===== config.mk =====
export PLATFORM = sky130hd
export DESIGN_NAME = branch_predict_unit
export DESIGN_NICKNAME = d
export VERILOG_FILES = /design/src/rtl/branch_predict_unit_pkg.sv /design/src/rtl/branch_compare.sv /design/src/rtl/branch_predict_unit.sv
export SDC_FILE = /design/constraint.sdc
export NUM_CORES = 2
export LEC_CHECK = 0
export ABC_AREA = 1
export CELL_PAD_IN_SITES_DETAIL_PLACEMENT = 1
export CELL_PAD_IN_SITES_GLOBAL_PLACEMENT = 2
export CORE_MARGIN = 4
export CORE_UTILIZATION = 37
export CTS_CLUSTER_SIZE = 20
export DETAILED_ROUTE_END_ITERATION = 10
export PLACE_DENSITY = 0.92
export SLEW_MARGIN = 40
export SYNTH_ARGS = -nofsm -noshare
export SYNTH_HDL_FRONTEND = slang
export SYNTH_SLANG_ARGS = --single-unit

===== constraint.sdc =====
create_clock -name i_clk -period 7.69 [get_ports i_clk]
set_input_delay 1.9225 -clock i_clk [delete_from_list [all_inputs] [get_ports i_clk]]
set_output_delay 1.9225 -clock i_clk [all_outputs]
set_load 0.05 [all_outputs]

===== src/rtl/branch_predict_unit_pkg.sv =====
// rtl/branch_predict_unit_pkg.sv - opcode and branch condition codes shared by the branch predict unit
package branch_predict_unit_pkg;

  localparam logic [6:0] OP_JAL    = 7'b1101111;
  localparam logic [6:0] OP_JALR   = 7'b1100111;
  localparam logic [6:0] OP_BRANCH = 7'b1100011;

  typedef enum logic [2:0] {
    F3_BEQ  = 3'b000,
    F3_BNE  = 3'b001,
    F3_BLT  = 3'b100,
    F3_BGE  = 3'b101,
    F3_BLTU = 3'b110,
    F3_BGEU = 3'b111
  } br_func_e;

  function automatic logic [31:0] sat_inc32(input logic [31:0] v, input logic en);
    return (en && v != 32'hFFFF_FFFF) ? v + 32'd1 : v;
  endfunction

endpackage


===== src/rtl/branch_compare.sv =====
// rtl/branch_compare.sv - combinational control-transfer resolver: actual direction and target
module branch_compare
  import branch_predict_unit_pkg::*;
#(
  parameter int XLEN = 32
) (
  input  logic [6:0]      opcode,
  input  logic [2:0]      func_3,
  input  logic [XLEN-1:0] pc,
  input  logic [XLEN-1:0] imm,
  input  logic [XLEN-1:0] rs_1,
  input  logic [XLEN-1:0] rs_2,
  output logic            is_xfer,
  output logic            taken,
  output logic [XLEN-1:0] target
);

  always_comb begin
    is_xfer = 1'b0;
    taken   = 1'b0;
    target  = pc + imm;
    case (opcode)
      OP_JAL: begin
        is_xfer = 1'b1;
        taken   = 1'b1;
      end
      OP_JALR: begin
        is_xfer = 1'b1;
        taken   = 1'b1;
        // only bit 0 is cleared; the full-width sum is kept
        target  = (rs_1 + imm) & {{(XLEN-1){1'b1}}, 1'b0};
      end
      OP_BRANCH: begin
        case (func_3)
          F3_BEQ:  begin is_xfer = 1'b1; taken = (rs_1 == rs_2); end
          F3_BNE:  begin is_xfer = 1'b1; taken = (rs_1 != rs_2); end
          F3_BLT:  begin is_xfer = 1'b1; taken = ($signed(rs_1) <  $signed(rs_2)); end
          F3_BGE:  begin is_xfer = 1'b1; taken = ($signed(rs_1) >= $signed(rs_2)); end
          F3_BLTU: begin is_xfer = 1'b1; taken = (rs_1 <  rs_2); end
          F3_BGEU: begin is_xfer = 1'b1; taken = (rs_1 >= rs_2); end
          default: ;
        endcase
      end
      default: ;
    endcase
  end

endmodule


===== src/rtl/branch_predict_unit.sv =====
// rtl/branch_predict_unit.sv - direct-mapped BTB predictor with execute-stage resolution and redirect
module branch_predict_unit
  import branch_predict_unit_pkg::*;
#(
  parameter int XLEN        = 32,
  parameter int BTB_ENTRIES = 16,
  parameter int CTR_BITS    = 2
) (
  input  logic            i_clk,
  input  logic            i_rst,
  input  logic            i_f_valid,
  input  logic [XLEN-1:0] i_f_pc,
  output logic            o_f_pred_taken,
  output logic [XLEN-1:0] o_f_pred_pc,
  input  logic            i_r_valid,
  input  logic [XLEN-1:0] i_r_pc,
  input  logic [6:0]      i_r_opcode,
  input  logic [2:0]      i_r_func_3,
  input  logic [XLEN-1:0] i_r_imm,
  input  logic [XLEN-1:0] i_r_rs_1,
  input  logic [XLEN-1:0] i_r_rs_2,
  input  logic            i_r_pred_taken,
  input  logic [XLEN-1:0] i_r_pred_pc,
  output logic            o_res_valid,
  output logic            o_b_taken,
  output logic [XLEN-1:0] o_b_pc,
  output logic            o_mispredict,
  output logic [XLEN-1:0] o_redirect_pc,
  output logic [31:0]     o_br_count,
  output logic [31:0]     o_mp_count
);

  localparam int IDX   = $clog2(BTB_ENTRIES);
  localparam int TAG_W = XLEN - IDX - 2;
  localparam logic [CTR_BITS-1:0] CTR_WT  = CTR_BITS'(1) << (CTR_BITS - 1);
  localparam logic [CTR_BITS-1:0] CTR_WNT = CTR_WT - CTR_BITS'(1);
  localparam logic [CTR_BITS-1:0] CTR_MAX = '1;

  logic                btb_valid  [BTB_ENTRIES];
  logic                btb_jump   [BTB_ENTRIES];
  logic [TAG_W-1:0]    btb_tag    [BTB_ENTRIES];
  logic [XLEN-1:0]     btb_target [BTB_ENTRIES];
  logic [CTR_BITS-1:0] btb_ctr    [BTB_ENTRIES];

  logic [IDX-1:0]   f_idx, r_idx;
  logic [TAG_W-1:0] f_tag, r_tag;
  logic             f_hit, r_hit;

  assign f_idx = i_f_pc[IDX+1:2];
  assign f_tag = i_f_pc[XLEN-1:IDX+2];
  assign f_hit = btb_valid[f_idx] && (btb_tag[f_idx] == f_tag);

  // reads the table before this edge's update, so same-index lookups see old contents
  assign o_f_pred_taken = i_f_valid && f_hit && (btb_jump[f_idx] || btb_ctr[f_idx][CTR_BITS-1]);
  assign o_f_pred_pc    = o_f_pred_taken ? btb_target[f_idx] : i_f_pc + XLEN'(4);

  assign r_idx = i_r_pc[IDX+1:2];
  assign r_tag = i_r_pc[XLEN-1:IDX+2];
  assign r_hit = btb_valid[r_idx] && (btb_tag[r_idx] == r_tag);

  logic            r_xfer, r_taken;
  logic [XLEN-1:0] r_target;

  branch_compare #(.XLEN(XLEN)) u_cmp (
    .opcode  (i_r_opcode),
    .func_3  (i_r_func_3),
    .pc      (i_r_pc),
    .imm     (i_r_imm),
    .rs_1    (i_r_rs_1),
    .rs_2    (i_r_rs_2),
    .is_xfer (r_xfer),
    .taken   (r_taken),
    .target  (r_target)
  );

  logic r_ctrl, r_mp;
  logic [CTR_BITS-1:0] ctr_next;

  assign r_ctrl = i_r_valid && r_xfer;
  assign r_mp   = r_ctrl && ((r_taken != i_r_pred_taken) || (r_taken && (r_target != i_r_pred_pc)));

  always_comb begin
    ctr_next = btb_ctr[r_idx];
    if (r_taken && btb_ctr[r_idx] != CTR_MAX)
      ctr_next = btb_ctr[r_idx] + CTR_BITS'(1);
    else if (!r_taken && btb_ctr[r_idx] != '0)
      ctr_next = btb_ctr[r_idx] - CTR_BITS'(1);
  end

  always_ff @(posedge i_clk) begin
    if (i_rst) begin
      for (int i = 0; i < BTB_ENTRIES; i++) begin
        btb_valid[i]  <= 1'b0;
        btb_jump[i]   <= 1'b0;
        btb_tag[i]    <= '0;
        btb_target[i] <= '0;
        btb_ctr[i]    <= CTR_WNT;
      end
      o_res_valid   <= 1'b0;
      o_b_taken     <= 1'b0;
      o_b_pc        <= '0;
      o_mispredict  <= 1'b0;
      o_redirect_pc <= '0;
      o_br_count    <= '0;
      o_mp_count    <= '0;
    end else begin
      o_res_valid   <= i_r_valid;
      o_b_taken     <= i_r_valid && r_taken;
      o_b_pc        <= r_ctrl ? r_target : '0;
      o_mispredict  <= r_mp;
      o_redirect_pc <= !i_r_valid ? '0 : (r_taken ? r_target : i_r_pc + XLEN'(4));
      o_br_count    <= sat_inc32(o_br_count, r_ctrl);
      o_mp_count    <= sat_inc32(o_mp_count, r_mp);
      if (r_ctrl) begin
        if (r_hit) begin
          btb_ctr[r_idx] <= ctr_next;
          if (r_taken) btb_target[r_idx] <= r_target;
        end else if (r_taken) begin
          btb_valid[r_idx]  <= 1'b1;
          btb_jump[r_idx]   <= (i_r_opcode == OP_JAL) || (i_r_opcode == OP_JALR);
          btb_tag[r_idx]    <= r_tag;
          btb_target[r_idx] <= r_target;
          btb_ctr[r_idx]    <= CTR_WT;
        end
      end
    end
  end

  logic unused_pc_lsbs;
  assign unused_pc_lsbs = ^{i_f_pc[1:0], i_r_pc[1:0]};

endmodule

==> flow_metrics.tcl <==
set metrics [dict create \
    cts_sinks 1123 \
    root_buffer "clkbuf_16" \
    ys.flop_type "edfxtp_1" \
    cp.buffers_inverters 7 \
    slew_violations 0 \
    start_util_pct 37.4 \
    leakage_nw 28.5 \
    seq_area_frac_synth_pct 51.4 \
    critPathRequiredTime_ns 5.77 \
    insertion_delay_ns 0.80 \
    grt_remaining_overflow 0 \
    nets 8202 \
    synth_edf_count 976 \
    nFillCells 19700 \
    cts.htree.levels 3 \
    final_core_util_pct 43.7 \
    setup_tns_ns 0 \
    power_density_nw_per_um2 211 \
    die_area_um2 176000 \
    setup_viol 0 \
    power_mw 15.5 \
    critPathKind "primary input to output pin" \
    fp.dieW_um 420 \
    yosysWarnings 0 \
    grt_max_degree 179 \
    die_h_um 420 \
    maxCapViolCount 0 \
    cp_max_fo 66 \
    final_area_um2 73500 \
    numPortBuffers 370 \
    finalHoldViolCount 0 \
    cpPeakStageDelay_ns 0.56 \
    cts.clk_slew.worst_paths_ns 0.06 \
    syn_nets 7952 \
    cts_hold_buf 0 \
    cp_cell_sequence "buf_8 > inv_4 > buf_4 > nor3_1 > o311ai_0 > nand3_1 > nand2_1 > nand4_1 > nor3_1 > nand2_1 > nor3_4 > buf_12 > nand2_1 > buf_12 > inv_1 > nand2_1 > nand2_1 > buf_12" \
    ys_seq_elements 1123 \
    outcome "finished, final reports clean" \
    track_usage_pct 31.8 \
    grt_pass1_vias 62200 \
    postSynthAreaPerCell_um2 8.21 \
    hold_slack_ns 0.481 \
    drt-total-wl_mm 286 \
    vias 60300 \
    viasPerCell 5.90 \
    period_needed_ns 7.50 \
    antenna_found_initial 20 \
    drt_iter0_markers 6510 \
    finClkSkew_ns 0.0781 \
    max_slew_margin_pct 35.1 \
    fp-row-count 150 \
    synth-async-reset-ratio_pct 0 \
    max_freq_mhz 133 \
    hp-start "btb_valid[12]" \
    dp_hpwl_mm 200 \
    preCtsSetupSlack_ns -0.0409 \
    hold_end "btb_valid[12]" \
    ff2ff_setup_slack_ns 3.25 \
    rsz0062_at_grt "false" \
    r2r_cells 16 \
    holdPathStages 2 \
    post_dp_cell_area_um2 69400 \
    grt_pass1_wl_mm 413 \
    gp_congestion 0.966 \
    drive_gt1_share_pct 6.88 \
    ant_nets 0 \
    cp_common_cell "nand2_1" \
    seqCellArea_um2 32300 \
    clock_path_buffers 3 \
    place_inst 9970 \
    peakVddDrop_uv 204 \
    pin_count 371 \
    r2r_start "btb_tag[1][14]" \
    finalCritPeriodShare_pct 97.5 \
    first_pass_iters 6 \
    syn_area_um2 62800 \
    yosysUniqueCellTypes 63 \
    drcViolationCount 0 \
    end_kind "output pin" \
    r2r-end "btb_tag[7][8]" \
    arrival_ns 5.57 \
    cts_tree "built" \
    hp-class "flop to flop" \
    syn_to_final_growth_pct 17.1 \
    cts_made_buffers 120 \
    cp_top_family "buffers and inverters" \
    finalNonFillerCells 10200 \
    multiInputGateArea_um2 25700 \
    core_um2 168000 \
    timing.final.ws_setup_ns 0.193 \
    worstMarginPinSlew_ns 0.974 \
    routedWlPerCell_um 28.0 \
    syn_inst 7641 \
    cp-start-kind "primary input" \
    cp_slowest_cell "buf_4" \
]
==> layout by cell type (no fill, tap or decap), drive strengths merged, types with 5 or more instances in the layout <==
cell and count:
and2 6, nor3 142, nand3b 19, ha 102
a221oi 18, o211a 10, clkinvlp 5, edfxtp 976
o21bai 5, bufinv 13, o22ai 95, a32o 7
buf 286, xor2 89, nand3 341, o21ai 980
nor2 1733, and3 5, clkbuf 141, nor4 13
o221ai 44, o21a 6, diode 6, or2 17
nand2 1196, o211ai 59, clkdlybuf4s50 330, a31oi 10
dfxtp 147, clkinv 94, o311ai 5, a21oi 327
xnor2 8, nand4 119, inv 618
==> final cells by class <==
class	instances	area share (%)
antenna	6	0.0204
clock buffer	140	4.22
clock inverter	90	1.24
inverter	640	3.30
multi-input combinational	5388	35.0
sequential	1123	43.9
tap	2204	3.75
timing repair buffer	618	8.57
==> power by group <==
part | internal (mW) | switching, mW | total [mW]
combinational | 0.694 | 1.88 | 2.58
sequential | 6.87 | 0.103 | 6.97
clock | 3.34 | 2.64 | 5.97
total | 10.9 | 4.62 | 15.5
==> tightest hold or removal path: stages (launching register included) <==
cell	delay [ns]
dfxtp_1	0.32
nand2_1	0.06
nand2_1	0.05
==> timing repair <==
| item | CTS | global route |
|---|---|---|
| pin swaps | 0 | 1 |
| buffers inserted | 0 | 1 |
| gates resized for setup | 1 | 3 |
| endpoints found under the setup margin | 4 | 25 |
==> per-layer routing <==
metal  track usage, %  routed length, µm
met5                0                128
met4             21.7              23000
met3             6.80              27200
met2             51.2             130000
met1             38.3             105000
==> how the worst max path moves through the flow <==
| stage | start | end | slack (ns) | cells past startpoint |
|---|---|---|---|---|
| 3_3_place_gp | i_f_pc[5] | o_f_pred_pc[28] | -0.38 | 17 |
| 6_report | i_f_pc[3] | o_f_pred_pc[28] | 0.19 | 18 |
| 2_1_floorplan | i_f_pc[2] | o_f_pred_pc[0] | 0.87 | 13 |
| 3_5_place_dp | i_f_pc[5] | o_f_pred_pc[28] | -0.04 | 17 |
| 5_1_grt | i_f_pc[3] | o_f_pred_pc[28] | 0.02 | 18 |
| 4_1_cts | i_f_pc[5] | o_f_pred_pc[30] | 0.08 | 16 |
==> cells in the mapped netlist (all sizes together) (44+ instances only) <==
library cell  number  area share, %
buf              226            2.4
ha               102            2.0
nor3             142            1.2
nor2            1733             11
nand4            119            1.2
clkbuf           264            1.6
edfxtp           976             47
a21oi            327            2.6
dfxtp            147            4.7
nand3            341            2.7
o221ai            44           0.61
o22ai             95           0.95
inv              614            3.7
nand2           1196            7.2
xor2              89            1.2
o211ai            59           0.71
o21ai            980            7.8
==> flip-flops by register name (all words and copies together) (netlist names) <==
register / count
o_br_count: 32
o_res_valid: 1
btb_valid: 16
o_b_pc: 32
btb_tag: 416
o_redirect_pc: 32
o_b_taken: 1
o_mp_count: 32
btb_ctr: 32
btb_target: 512
o_mispredict: 1
btb_jump: 16
==> kinds of logic (layout without fill, tap and decap cells) <==
logic type | after synthesis | count (layout) | share of synthesized area [%]
AND/OR/NAND/NOR | 3596 | 3596 | 23.5
buffers and inverters | 1130 | 1488 | 7.78
adder cells (fa/ha/maj) | 104 | 104 | 2.10
other | 0 | 6 | 0
XOR/XNOR | 97 | 97 | 1.35
flip-flops | 1123 | 1123 | 51.4
AO/OA/AOI/OAI | 1590 | 1590 | 13.9
multiplexers | 1 | 1 | 0.0159
Note: power is estimated with default switching activity, not from simulation.
